<file path="config.mk">
export PLATFORM = sky130hd
export DESIGN_NAME = lsu_mem_port
export DESIGN_NICKNAME = d
export VERILOG_FILES = /design/src/rtl/lsu_mem_port.sv
export SDC_FILE = /design/constraint.sdc
export NUM_CORES = 1
export LEC_CHECK = 0
export CORE_ASPECT_RATIO = 1.5
export CORE_MARGIN = 3
export CORE_UTILIZATION = 43
export CTS_CLUSTER_DIAMETER = 50
export CTS_CLUSTER_SIZE = 30
export DETAILED_ROUTE_END_ITERATION = 12
export GPL_ROUTABILITY_DRIVEN = 0
export PLACE_DENSITY = 0.85
export SYNTH_ARGS = -nofsm -noshare
export SYNTH_HDL_FRONTEND = slang
export SYNTH_SLANG_ARGS = --single-unit
</file>
<file path="constraint.sdc">
create_clock -name clk -period 3.7 [get_ports clk]
set_input_delay 0.74 -clock clk [delete_from_list [all_inputs] [get_ports clk]]
set_output_delay 0.74 -clock clk [all_outputs]
set_load 0.05 [all_outputs]
</file>
<file path="src/rtl/lsu_mem_port.sv">
// lsu_mem_port: single-outstanding RV32 load/store initiator for a byte-lane memory.
// Accepts a request over valid/ready and drives the memory with active-low
// per-lane write strobes. It returns a response with extended load data, or
// with an error for an illegal size code.
// Ports:
//   clk, rst                   clock, synchronous active-high reset
//   req_valid/req_ready        request handshake
//   req_we, req_funct3         store flag, RV32 size/sign code
//   req_addr, req_wdata        byte address, store data
//   resp_valid/resp_ready      response handshake
//   resp_rdata, resp_err       extended load data, illegal-request flag
//   mem_addr, mem_w_bar        memory address, per-lane write enable (active-low)
//   mem_data_w, mem_data_r     per-lane write bytes, per-lane read bytes (1-cycle latency)
module lsu_mem_port #(
    parameter int unsigned ADDR_WIDTH       = 32,
    parameter int unsigned DATA_WIDTH_BYTES = 4
) (
    input  logic                          clk,
    input  logic                          rst,
    input  logic                          req_valid,
    output logic                          req_ready,
    input  logic                          req_we,
    input  logic [2:0]                    req_funct3,
    input  logic [ADDR_WIDTH-1:0]         req_addr,
    input  logic [31:0]                   req_wdata,
    output logic                          resp_valid,
    input  logic                          resp_ready,
    output logic [31:0]                   resp_rdata,
    output logic                          resp_err,
    output logic [ADDR_WIDTH-1:0]         mem_addr,
    output logic [DATA_WIDTH_BYTES-1:0]   mem_w_bar,
    output logic [8*DATA_WIDTH_BYTES-1:0] mem_data_w,
    input  logic [8*DATA_WIDTH_BYTES-1:0] mem_data_r
);

    localparam int unsigned DW = 8 * DATA_WIDTH_BYTES;
    localparam int unsigned NB = DATA_WIDTH_BYTES;

    typedef enum logic [1:0] {IDLE, ISSUE, CAPTURE, RESP} state_e;

    state_e          state_q, state_d;
    logic            we_q, we_d;
    logic [2:0]      funct3_q, funct3_d;
    logic            req_ready_q;
    logic            resp_valid_q;
    logic [31:0]     resp_rdata_q, resp_rdata_d;
    logic            resp_err_q, resp_err_d;
    logic [ADDR_WIDTH-1:0] mem_addr_q, mem_addr_d;
    logic [NB-1:0]   mem_w_bar_q, mem_w_bar_d;
    logic [DW-1:0]   mem_data_w_q, mem_data_w_d;

    // Legal codes: 0/1/2 for loads and stores, 4/5 (unsigned) for loads only.
    function automatic logic is_legal(input logic we, input logic [2:0] f3);
        logic ok;
        ok = (f3[1:0] != 2'd3) && !(f3[2] && f3[1]);
        if (we && f3[2]) ok = 1'b0;
        return ok;
    endfunction

    // Lanes touched by an access of the given size, lane 0 first.
    function automatic logic [NB-1:0] lane_mask(input logic [2:0] f3);
        case (f3[1:0])
            2'd0:    return NB'(1);
            2'd1:    return NB'(3);
            default: return '1;
        endcase
    endfunction

    // Little-endian assembly with sign (funct3[2]=0) or zero (funct3[2]=1) fill.
    function automatic logic [31:0] extend(input logic [2:0] f3, input logic [DW-1:0] d);
        logic s;
        case (f3[1:0])
            2'd0: begin
                s = ~f3[2] & d[7];
                return {{24{s}}, d[7:0]};
            end
            2'd1: begin
                s = ~f3[2] & d[15];
                return {{16{s}}, d[15:0]};
            end
            default: return d[31:0];
        endcase
    endfunction

    // Next-state and next-output logic; memory outputs for ISSUE are prepared on entry.
    always_comb begin
        state_d      = state_q;
        we_d         = we_q;
        funct3_d     = funct3_q;
        resp_rdata_d = resp_rdata_q;
        resp_err_d   = resp_err_q;
        mem_addr_d   = mem_addr_q;
        mem_w_bar_d  = '1;
        mem_data_w_d = '0;
        case (state_q)
            IDLE: begin
                if (req_valid && req_ready_q) begin
                    we_d     = req_we;
                    funct3_d = req_funct3;
                    if (is_legal(req_we, req_funct3)) begin
                        state_d    = ISSUE;
                        mem_addr_d = req_addr;
                        if (req_we) begin
                            mem_w_bar_d  = ~lane_mask(req_funct3);
                            mem_data_w_d = DW'(req_wdata);
                        end
                    end else begin
                        state_d      = RESP;
                        resp_err_d   = 1'b1;
                        resp_rdata_d = '0;
                    end
                end
            end
            ISSUE: begin
                if (we_q) begin
                    state_d      = RESP;
                    resp_rdata_d = '0;
                    resp_err_d   = 1'b0;
                end else begin
                    state_d = CAPTURE;
                end
            end
            CAPTURE: begin
                state_d      = RESP;
                resp_rdata_d = extend(funct3_q, mem_data_r);
                resp_err_d   = 1'b0;
            end
            RESP: begin
                if (resp_ready) state_d = IDLE;
            end
            default: state_d = IDLE;
        endcase
    end

    // State and registered outputs; reset aborts any access in flight.
    always_ff @(posedge clk) begin
        if (rst) begin
            state_q      <= IDLE;
            we_q         <= 1'b0;
            funct3_q     <= '0;
            req_ready_q  <= 1'b0;
            resp_valid_q <= 1'b0;
            resp_rdata_q <= '0;
            resp_err_q   <= 1'b0;
            mem_addr_q   <= '0;
            mem_w_bar_q  <= '1;
            mem_data_w_q <= '0;
        end else begin
            state_q      <= state_d;
            we_q         <= we_d;
            funct3_q     <= funct3_d;
            req_ready_q  <= (state_d == IDLE);
            resp_valid_q <= (state_d == RESP);
            resp_rdata_q <= resp_rdata_d;
            resp_err_q   <= resp_err_d;
            mem_addr_q   <= mem_addr_d;
            mem_w_bar_q  <= mem_w_bar_d;
            mem_data_w_q <= mem_data_w_d;
        end
    end

    assign req_ready  = req_ready_q;
    assign resp_valid = resp_valid_q;
    assign resp_rdata = resp_rdata_q;
    assign resp_err   = resp_err_q;
    assign mem_addr   = mem_addr_q;
    assign mem_w_bar  = mem_w_bar_q;
    assign mem_data_w = mem_data_w_q;

endmodule

</file>
# Word-level counts from Yosys, hierarchy flattened
# Index checks and enable logic that the tools add are counted.
op_classes:
  eq_ne: 10
  muxes: 22
  bitwise_logic: 8
  reduce_logical: 14
ops:
  columns: ["cell", "n"]
  rows:
  - ["32-bit two-way mux", 3]
  - ["32-bit one-hot mux with 3 select lines", 1]
  - ["32-bit one-hot mux with 2 select lines", 1]
  - ["4-bit two-way mux", 4]
  - ["2-bit logical NOT", 4]
  - ["2-bit inequality test, second input constant", 4]
  - ["2-bit one-hot mux with 4 select lines", 1]
  - ["4-bit one-hot mux with 2 select lines", 1]
  - ["1-bit two-way mux", 7]
  - ["2-bit by 1-bit == test with 1-bit output, second input constant", 3]
  - ["2-bit == test, second input constant", 3]
  - ["2-bit two-way mux", 3]
  - ["1-bit inverter", 5]
  - ["5-bit OR reduction", 1]
  - ["1-bit logical AND", 4]
  - ["4-bit inverter", 1]
  - ["4-bit AND reduction", 1]
  - ["1-bit one-hot mux with 3 select lines", 1]
  - ["3-bit AND reduction", 1]
  - ["3-bit nonzero test", 1]
  - ["1-bit bitwise AND", 2]
  - ["2-bit AND reduction", 1]
  - ["1-bit logical NOT", 1]
totals:
  ff_bits: 109
  input_bits: 104
  out_inout_bits: 103
  elab_cells: 64

# Logic depth before layout (Yosys ltp)
# Gate-level depths: netlist of the first run.
logic_depth:
  word_depth: 10
  ltp_mapped: 8
  depth_no_buf: 6

# Least setup slack after synthesis of the first run
# No wires, ideal clock.
synth_path:
  kind: "reg-to-reg"
  from: "reg req_ready_q, in the netlist req_ready"
  to: "reg mem_w_bar_q[1], in the netlist mem_w_bar[1]"
  setup_time_ps: 132
  t_arrival_ps: 1749
  required_time_ps: 3568
  slack_ps: 1819
  path_stages_with_launch: 5
  path_buffers: 1
  synth_period_minus_slack_ps: 1881
  cell_sequence: "dfxtp_1 > nand3_2 > a2111oi_4 > clkbuf_1 > o21ai_0"
synth_via:
  elab_chain_len: 3
synth_lines:
  columns: ["element", "line_no", "source"]
  rows:
  - ["start: declaration", "44", "logic req_ready_q;"]
  - ["start signal: assignment", "152", "req_ready_q <= (state_d == IDLE);"]
  - ["1-bit logical AND", "97", "if (req_valid && req_ready_q) begin"]
  - ["1-bit inverter (no source line)", null, null]
  - ["5-bit OR reduction (no source line)", null, null]
  - ["end signal: assignment", "157", "mem_w_bar_q <= mem_w_bar_d;"]
  - ["end: declaration", "49", "logic [NB-1:0] mem_w_bar_q, mem_w_bar_d;"]
# No other way between the ends.
# A chain may end at the register's enable or synchronous reset.

# Worst setup path after layout of the first run
layout_path:
  from: "in req_funct3[1]"
  to: "reg resp_rdata_q[16], in the netlist resp_rdata[16]"
layout_via:
  elab_chain_len: 8
  elab_cells_between_ends: 9
  classes_between: "2 x eq/ne; 3 x mux; 4 x reduce/logical"
layout_lines:
  columns: ["element", "line_no", "source"]
  rows:
  - ["start: declaration", "23", "input logic [2:0] req_funct3,"]
  - ["1-bit logical AND", "55", "ok = (f3[1:0] != 2'd3) && !(f3[2] && f3[1]);"]
  - ["1-bit logical NOT", "55", null]
  - ["1-bit logical AND *", "55", null]
  - ["1-bit two-way mux *", "56", "if (we && f3[2]) ok = 1'b0;"]
  - ["1-bit two-way mux *", "97", null]
  - ["1-bit two-way mux *", "95", "case (state_q)"]
  - ["2-bit inequality test (no source line) *", null, null]
  - ["4-bit AND reduction (no source line) *", null, null]
  - ["end signal: assignment", "154", "resp_rdata_q <= resp_rdata_d;"]
  - ["end: declaration", "46", "logic [31:0] resp_rdata_q, resp_rdata_d;"]
# Every way passes the cells marked *; elsewhere a longest branch is shown, timed or not. The select of a mux whose other input is x is not followed.

==> results.sh, run 1 <==
export IMPL_routed_via_density=5.19
export IMPL_yosysSeqAreaShare=0.541
export IMPL_hp_class="flip-flop to flip-flop"
export IMPL_port_buffers=206
export IMPL_min_period_ns=2.73
export IMPL_drtIter0Drc=135
export IMPL_dpl_cell_count=724
export IMPL_vdd_ir_drop_max_mv=0.289
export IMPL_crit_path_end_kind="flip-flop"
export IMPL_min_from="mem_addr[6]$_SDFFE_PP0P_"
export IMPL_drv_cap=0
export IMPL_grt_max_degree=74
export IMPL_drive_gt1_frac=0.0460
export IMPL_grt_pass1_wl_um=18600
export IMPL_hold_violations=0
export IMPL_fin_cells=740
export IMPL_cp_data_arrival_time_ns=2.99
export IMPL_powerDensity_mw_per_mm2=512
export IMPL_final_nets=734
export IMPL_final_setup_viol_count=0
export IMPL_dr_pass1_iters=4
export IMPL_ant_nets=0
export IMPL_worstSetupPathType="input pin to flip-flop"
export IMPL_synthesis_area_sq_mm=0.00400
export IMPL_ys_seq_elements=108
export IMPL_finalMaxSlewViolations=0
export IMPL_pin_count=207
export IMPL_synthesis_nets=550
export IMPL_synthArstFlopShare=0
export IMPL_track_usage=0.219
export IMPL_die_x_um=84.7
export IMPL_tightest_slew_ns=1.26
export IMPL_die_height_um=124
export IMPL_rr_startpoint="state_q[0]$_SDFF_PP0_"
export IMPL_clk_pin_slew_ns=0.07
export IMPL_slew_headroom=0.161
export IMPL_finClkSkew_ns=0.00394
export IMPL_clk_latency_ns=0.33
export IMPL_cts_htree_levels=3
export IMPL_syn_inst=441
export IMPL_max_freq_mhz=366
export IMPL_cts_made_buffers=9
export IMPL_antennaDiodeCount=0
export IMPL_finish_instance_area_sq_mm=0.00634
export IMPL_status="completed"
export IMPL_postCtsResizedCells=0
export IMPL_antenna_found_initial=0
export IMPL_grt_pass1_vias=3827
export IMPL_layout_worst_path_cycle_share=0.739
export IMPL_critPathLaunchType="input pin"
export IMPL_grt_overflow_total=0
export IMPL_leakage_uw=0.00224
export IMPL_postCtsSetupBuffers=0
export IMPL_crit_required_ns=3.96
export IMPL_cts_sinks=108
export IMPL_synth_distinct_cells=36
export IMPL_drc_errors=0
export IMPL_clock_path_buffers=2
export IMPL_yosys_most_used_dff="dfxtp_1"
export IMPL_rows=42
export IMPL_placed_cell_area_sq_mm=0.00605
export IMPL_crit_path_start="req_funct3[1]"
export IMPL_wl_um=11800
export IMPL_setup_tns_ns=0
export IMPL_cts_tree="yes"
export IMPL_path_max_fanout=32
export IMPL_die_area_sq_mm=0.0105
export IMPL_core_sq_mm=0.00893
export IMPL_rsz0062_at_grt="no"
export IMPL_vias=3840
export IMPL_initial_utilization=0.447
export IMPL_ctsHoldBuffers=0
export IMPL_yosys_warnings=0
export IMPL_wl_per_cell_um=15.9
export IMPL_area_growth_pct=58.6
export IMPL_synth_edf_count=0
export IMPL_cts_root_buf="clkbuf_16"
export IMPL_syn_avg_cell_area_sq_um=9.06
export IMPL_dp_hpwl_um=8750
export IMPL_total_power_uw=3240
layout make-up:
type                    count  area, sq um
clock buffers              11          233
inverters                   5         18.8
repair buffers            211         2090
multi-input cells         290         1640
fillers                   694         2590
flip-flops and latches    108         2160
clock inverters             5         52.6
well taps                 110          138
synth_stat cells (2+ instances only):
cell | instances | area [sq um]
a21o_1 | 2 | 15.0
a21oi_1 | 70 | 350
and2_1 | 32 | 200
buf_1 | 2 | 7.51
buf_2 | 10 | 50.1
buf_6 | 3 | 33.8
clkbuf_1 | 22 | 82.6
dfxtp_1 | 108 | 2160
ha_1 | 5 | 62.6
inv_1 | 5 | 18.8
mux2i_1 | 5 | 50.1
nand2_1 | 74 | 278
nand2b_1 | 5 | 31.3
nand4_1 | 16 | 100
nor2_1 | 6 | 22.5
nor2b_1 | 2 | 12.5
o2111ai_1 | 16 | 140
o21ai_0 | 22 | 110
o21ai_1 | 19 | 95.1
placed cells by master (no fill, tap or decap), types with 2 or more instances in the layout:
master,synthesis,layout
a21o_1,2,2
o21ai_1,19,19
buf_4,1,5
nand2b_1,5,5
nor2_1,6,6
clkbuf_1,22,2
mux2i_1,5,5
o21ai_0,22,22
ha_1,5,5
clkdlybuf4s50_1,0,205
dfxtp_1,108,108
and2_1,32,32
clkinv_2,0,3
inv_1,5,5
nand4_1,16,16
a21oi_1,70,69
clkbuf_16,0,9
nand2_1,74,74
o2111ai_1,16,16
power by group:
part	internal, uW	switching [uW]
registers	1240	51.1
clock network	522	403
logic	343	688
total	2100	1140
worst max-delay path, stage by stage:
cell and delay (ns):
clkdlybuf4s50_1 0.54, a21oi_1 0.33, o41a_1 0.95, o21ai_0 0.23, a21oi_1 0.18
routing by layer:
metal,vias to the layer above,routed length [um],global-route usage
li1,1893,-,-
met1,1782,4080,0.228
met2,146,6500,0.407
met3,19,914,0.0668
met4,0,305,0.0881
met5,-,0,0
final timing paths:
check | endpoint | slack [ns] | cells after the start
worst max-delay path | resp_rdata[16]$_SDFFE_PP0P_ | 0.97 | 5
worst min-delay path | mem_addr[6]$_SDFFE_PP0P_ | 0.45 | 2
worst max register to register | resp_rdata[16]$_SDFFE_PP0P_ | 1.29 | 6
worst min register to register | mem_addr[6]$_SDFFE_PP0P_ | 0.45 | 2
metrics by stage:
step / worst slack, ns / hold WS [ns] / util
floorplan: 1.82 / 0.470 / -
global placement: 0.804 / 0.440 / 0.678
detailed placement: 0.651 / 0.447 / 0.678
CTS: 1.00 / 0.456 / 0.710
global route: 0.778 / 0.481 / 0.710
finish: 0.966 / 0.453 / 0.710
flip-flops by register name, summed over array words and instances, names as in the netlist:
signal / flops
req_ready: 1
we_q: 1
resp_rdata: 32
mem_w_bar: 3
mem_data_w: 32
resp_valid: 1
mem_addr: 32
funct3_q: 3
resp_err: 1
state_q: 2
kinds of logic (layout without fill, tap and decap cells):
family	after synthesis	in the layout	synth area share
fa+ha+maj	5	5	0.0156
flops	108	108	0.541
mux	5	5	0.0125
simple gates	143	143	0.176
compound gates	137	137	0.205
buf+inv	43	232	0.0501
No activity file was read; power rests on OpenSTA's default activity.
==> run 2: changes to the inputs <==
--- a/config.mk
+++ b/config.mk
@@ -7,12 +7,12 @@
 export LEC_CHECK = 0
 export CORE_ASPECT_RATIO = 1.5
 export CORE_MARGIN = 3
-export CORE_UTILIZATION = 43
+export CORE_UTILIZATION = 36
 export CTS_CLUSTER_DIAMETER = 50
 export CTS_CLUSTER_SIZE = 30
 export DETAILED_ROUTE_END_ITERATION = 12
 export GPL_ROUTABILITY_DRIVEN = 0
-export PLACE_DENSITY = 0.85
+export PLACE_DENSITY = 0.76
 export SYNTH_ARGS = -nofsm -noshare
 export SYNTH_HDL_FRONTEND = slang
 export SYNTH_SLANG_ARGS = --single-unit
==> constraint.sdc (replaced) <==
create_clock -name clk -period 2.4 [get_ports clk]
set_input_delay 0.48 -clock clk [delete_from_list [all_inputs] [get_ports clk]]
set_output_delay 0.48 -clock clk [all_outputs]
set_load 0.05 [all_outputs]
==> run 2 against run 1 <==
- sequential power increased by 53%
- die area increased by 18%
- largest power group unchanged
- cell count increased by 5.4%
- combinational power increased by 62%
- design area increased by 2.2%
- critical path type is now flip-flop to output pin
- highest routed layer unchanged
- worst hold slack improved by 0.0012 ns
- sequential share of layout area decreased by 0.74 points
==> results.sh, run 2 (same netlist as run 1, synthesis figures left out) <==
export IMPL_clock_power_share=0.294
export IMPL_critical_path_top_delay_family="buffers and inverters"
export IMPL_initial_utilization=0.373
export IMPL_path_max_fanout=4
export IMPL_hold_depth=2
export IMPL_finalMaxSlewViolations=0
export IMPL_grt_pass1_vias=3998
export IMPL_port_buffers=206
export IMPL_antenna_found_initial=0
export IMPL_routed_via_density=4.94
export IMPL_rsz0062_at_grt="no"
export IMPL_regToRegSetupSlack_ns=0.46
export IMPL_cts_tree="yes"
export IMPL_cts_sinks=108
export IMPL_ctsHoldBuffers=0
export IMPL_final_nets=740
export IMPL_dr_pass1_iters=4
export IMPL_min_period_ns=2.12
export IMPL_cp_data_arrival_time_ns=1.64
export IMPL_crit_buf_inv=1
export IMPL_cts_root_buf="clkbuf_16"
export IMPL_dpl_cell_count=764
export IMPL_leakage_uw=0.00228
export IMPL_grt_max_degree=42
export IMPL_ant_nets=0
export IMPL_clk_latency_ns=0.35
export IMPL_pwr_share_comb=0.323
export IMPL_layout_worst_path_cycle_share=0.882
export IMPL_critPathLaunchType="flip-flop"
export IMPL_whs_ns=0.454
export IMPL_p_switching_uw=1850
export IMPL_path_cells="clkdlybuf4s50_1"
export IMPL_hp_class="flip-flop to flip-flop"
export IMPL_status="completed"
export IMPL_wl_per_cell_um=15.3
export IMPL_rows=46
export IMPL_p_sw_frac=0.357
export IMPL_fin_cells=780
export IMPL_postCtsResizedCells=0
export IMPL_final_cell_mix="clkdlybuf4s50_1 (205), dfxtp_1 (108), nand2_1 (74)"
export IMPL_p_seq_frac=0.383
export IMPL_reg2reg_depth=7
export IMPL_worstSetupPathType="flip-flop to output pin"
export IMPL_hold_violations=0
export IMPL_slowest_stage="clkdlybuf4s50_1"
export IMPL_drv_cap=0
export IMPL_dp_hpwl_um=8920
export IMPL_crit_required_ns=1.92
export IMPL_grt_overflow_total=0
export IMPL_final_setup_viol_count=0
export IMPL_slew_headroom=0.545
export IMPL_track_usage=0.191
export IMPL_powerDensity_mw_per_mm2=798
export IMPL_crit_path_end_kind="output pin"
export IMPL_die_area_sq_mm=0.0124
export IMPL_final_common_cell="clkdlybuf4s50_1"
export IMPL_clk_pin_slew_ns=0.07
export IMPL_postCtsSetupBuffers=0
export IMPL_slowest_delay_ns=0.88
export IMPL_grt_pass1_wl_um=19000
export IMPL_die_height_um=135
export IMPL_cts_htree_levels=3
export IMPL_area_growth_pct=62.1
export IMPL_n_fill_cell=925
export IMPL_finClkSkew_ns=0.00710
export IMPL_vias=3851
export IMPL_drive_gt1_frac=0.0582
export IMPL_drtIter0Drc=101
export IMPL_p_int_uw=3330
export IMPL_antennaDiodeCount=0
export IMPL_crit_cells=1
export IMPL_max_freq_mhz=472
export IMPL_cts_made_buffers=9
export IMPL_core_sq_mm=0.0107
export IMPL_drc_errors=0
export IMPL_vdd_ir_drop_max_mv=0.475
export IMPL_clock_path_buffers=2
export IMPL_tightest_slew_ns=0.682
export IMPL_pin_count=207
export IMPL_wl_um=12000
export IMPL_die_x_um=92.0
export IMPL_setup_tns_ns=0
-- run 2: cell types whose count changed in the layout (fill, tap and decap cells not counted), sizes merged --
| cell | previous run | this run |
|---|---|---|
| buf | 6 | 12 |
| clkbuf | 11 | 9 |
| inv | 5 | 8 |
| clkinv | 3 | 2 |
-- run 2: layout make-up --
class                      instances  area, sq um  area share
timing repair buffer             217         2160       0.334
sequential                       108         2160       0.334
multi-input combinational        290         1650       0.254
clock buffer                       9          225      0.0347
tap                              144          180      0.0278
clock inverter                     7         83.8      0.0129
inverter                           5         18.8     0.00290
-- run 2: metal layers --
layer,GRT usage,share of wire,vias to the layer above
met2,0.363,0.55,136
met1,0.184,0.35,1787
met5,0,0,-
li1,-,-,1906
met3,0.0563,0.076,22
met4,0.0975,0.029,0
-- run 2: through the flow --
| stage | utilization | setup slack [ns] | instance area, sq um | power [uW] |
|---|---|---|---|---|
| detailed placement | 0.576 | 0.199 | 6170 | 3690 |
| CTS | 0.605 | 0.252 | 6480 | 5220 |
| global route | 0.605 | 0.210 | 6480 | 5430 |
| finish | 0.605 | 0.282 | 6480 | 5170 |
| floorplan | - | 0.519 | 4000 | 3140 |
| global placement | 0.576 | 0.227 | 6170 | 3640 |
-- run 2: final timing paths --
path | from | to
setup / recovery | req_ready$_SDFF_PP0_ | req_ready
hold / removal | mem_addr[19]$_SDFFE_PP0P_ | mem_addr[19]$_SDFFE_PP0P_
setup reg to reg | state_q[0]$_SDFF_PP0_ | resp_rdata[18]$_SDFFE_PP0P_
hold reg to reg | mem_addr[19]$_SDFFE_PP0P_ | mem_addr[19]$_SDFFE_PP0P_
-- run 2: power by group through the flow --
stage	registers [uW]	clock network (uW)	logic (uW)
2_1_floorplan	2310	0	825
3_3_place_gp	2020	0	1620
3_5_place_dp	2020	0	1660
4_1_cts	1980	1570	1670
5_1_grt	2000	1620	1810
6_report	1980	1520	1670
==> run 3: changes to the inputs <==
--- a/config.mk
+++ b/config.mk
@@ -9,10 +9,11 @@
 export CORE_MARGIN = 3
 export CORE_UTILIZATION = 36
 export CTS_CLUSTER_DIAMETER = 50
-export CTS_CLUSTER_SIZE = 30
+export CTS_CLUSTER_SIZE = 8
 export DETAILED_ROUTE_END_ITERATION = 12
 export GPL_ROUTABILITY_DRIVEN = 0
 export PLACE_DENSITY = 0.76
 export SYNTH_ARGS = -nofsm -noshare
 export SYNTH_HDL_FRONTEND = slang
 export SYNTH_SLANG_ARGS = --single-unit
+export TNS_END_PERCENT = 50
==> results of run 3 <==
Same layout as run 2: the final DEF is identical, and so are final timing and power.
==> edit: new RTL, config.mk and constraints of run 3 <==
The parameter `DATA_WIDTH_BYTES` goes from 4 to 6.
--- a/src/rtl/lsu_mem_port.sv
+++ b/src/rtl/lsu_mem_port.sv
@@ -15,3 +15,3 @@
     parameter int unsigned ADDR_WIDTH       = 32,
-    parameter int unsigned DATA_WIDTH_BYTES = 4
+    parameter int unsigned DATA_WIDTH_BYTES = 6
 ) (
Interface: changed (resized mem_data_r, mem_data_w and mem_w_bar); port bits go from 207 to 241. No check against the original RTL was run, so the function may have changed too.
==> edit against run 3 <==
  * Sequential power is essentially flat
  * Total power up 3.6%
  * Die area up 3.3%
  * Sequential share of layout area decreased by 0.58 points
  * Synthesized area is 3.5% higher
  * Worst setup slack better by 0.034 ns
  * Sequential cell count unchanged
  * Final area is 1.8% higher
  * Wire length down 0.14%
  * Largest power group unchanged
  * Highest routed layer unchanged
==> edit: results (changes against run 3) <==
Worst hold path
  • Hold Path End: mem_addr[4]

Synth
  • Synth Area in Adders: 1.51% (-0.053 points)
  • Synth top area cells: dfxtp_1 52%, a21oi_1 8.5%, nand2_1 6.7%, and2_1 4.8%, buf_4 3.4%

Setup path
  • Reg2reg start: state_q[1]
  • CP max stage delay: 0.86 ns (-0.02 ns)
  • Reg-to-reg setup timing slack: 0.53 ns (+0.07 ns)

Global routing
  • GR Layer Usage met1: 17.5% (-0.94 points)
  • Largest net degree at the start of global routing: 44 (+4.8%)
  • Total GRT Usage: 17.7% (-1.4 points)
  • Met2 GRT Util: 34.1% (-2.2 points)

Pwr
  • Share of power burned in registers: 36.9% (-1.4 points)
  • Cell Pwr Density: 813 nW/µm² (+1.8%)
  • Sw Ratio: 34.9% (-0.75 points)
  • Worst VDD drop: 0.000423 V (-11%)
  • Total leakage power: 2.36 nW (+3.4%)

STA
  • Final Skew: 0.00556 ns (-0.00154 ns)
  • Fmax: 480 MHz (+1.6%)
  • Hold_ws: 0.457 ns (+0.00210 ns)

Place
  • Post-place setup slack: 0.154 ns (-0.0450 ns)

Final layout
  • Fin nets: 774 (+4.6%)
  • Fillers: 930 (+0.54%)
  • Layout cell share with drive strength beyond 1: 5.66% (-0.16 points)

Routing
  • Iteration-0 DRC Markers: 153 (+51%)
  • Post-Route WL: 11.9 mm (-0.14%)

Outcome
  • Outcome: finished, final reports clean
-- edit: routing by layer --
layer,wire length [µm],part of all wire (%)
met1,4090,34
met2,6710,56
met3,960,8.0
met4,191,1.6
met5,0,0
-- edit: area by class of cell --
| class | instances | area (µm²) | share of cell area [%] |
|---|---|---|---|
| flip-flops and latches | 108 | 2160 | 32.8 |
| clock buffers | 10 | 239 | 3.62 |
| multi-input cells | 306 | 1700 | 25.8 |
| well taps | 147 | 184 | 2.79 |
| clock inverters | 6 | 93.8 | 1.42 |
| repair buffers | 219 | 2200 | 33.3 |
| inverters | 5 | 18.8 | 0.285 |
-- edit: worst register-to-register path, stage by stage (launching register included) --
cell	delay, ns
dfxtp_1	0.34
inv_1	0.13
ha_1	0.23
inv_1	0.10
o41a_1	0.47
buf_12	0.18
o21ai_0	0.20
a21oi_1	0.09
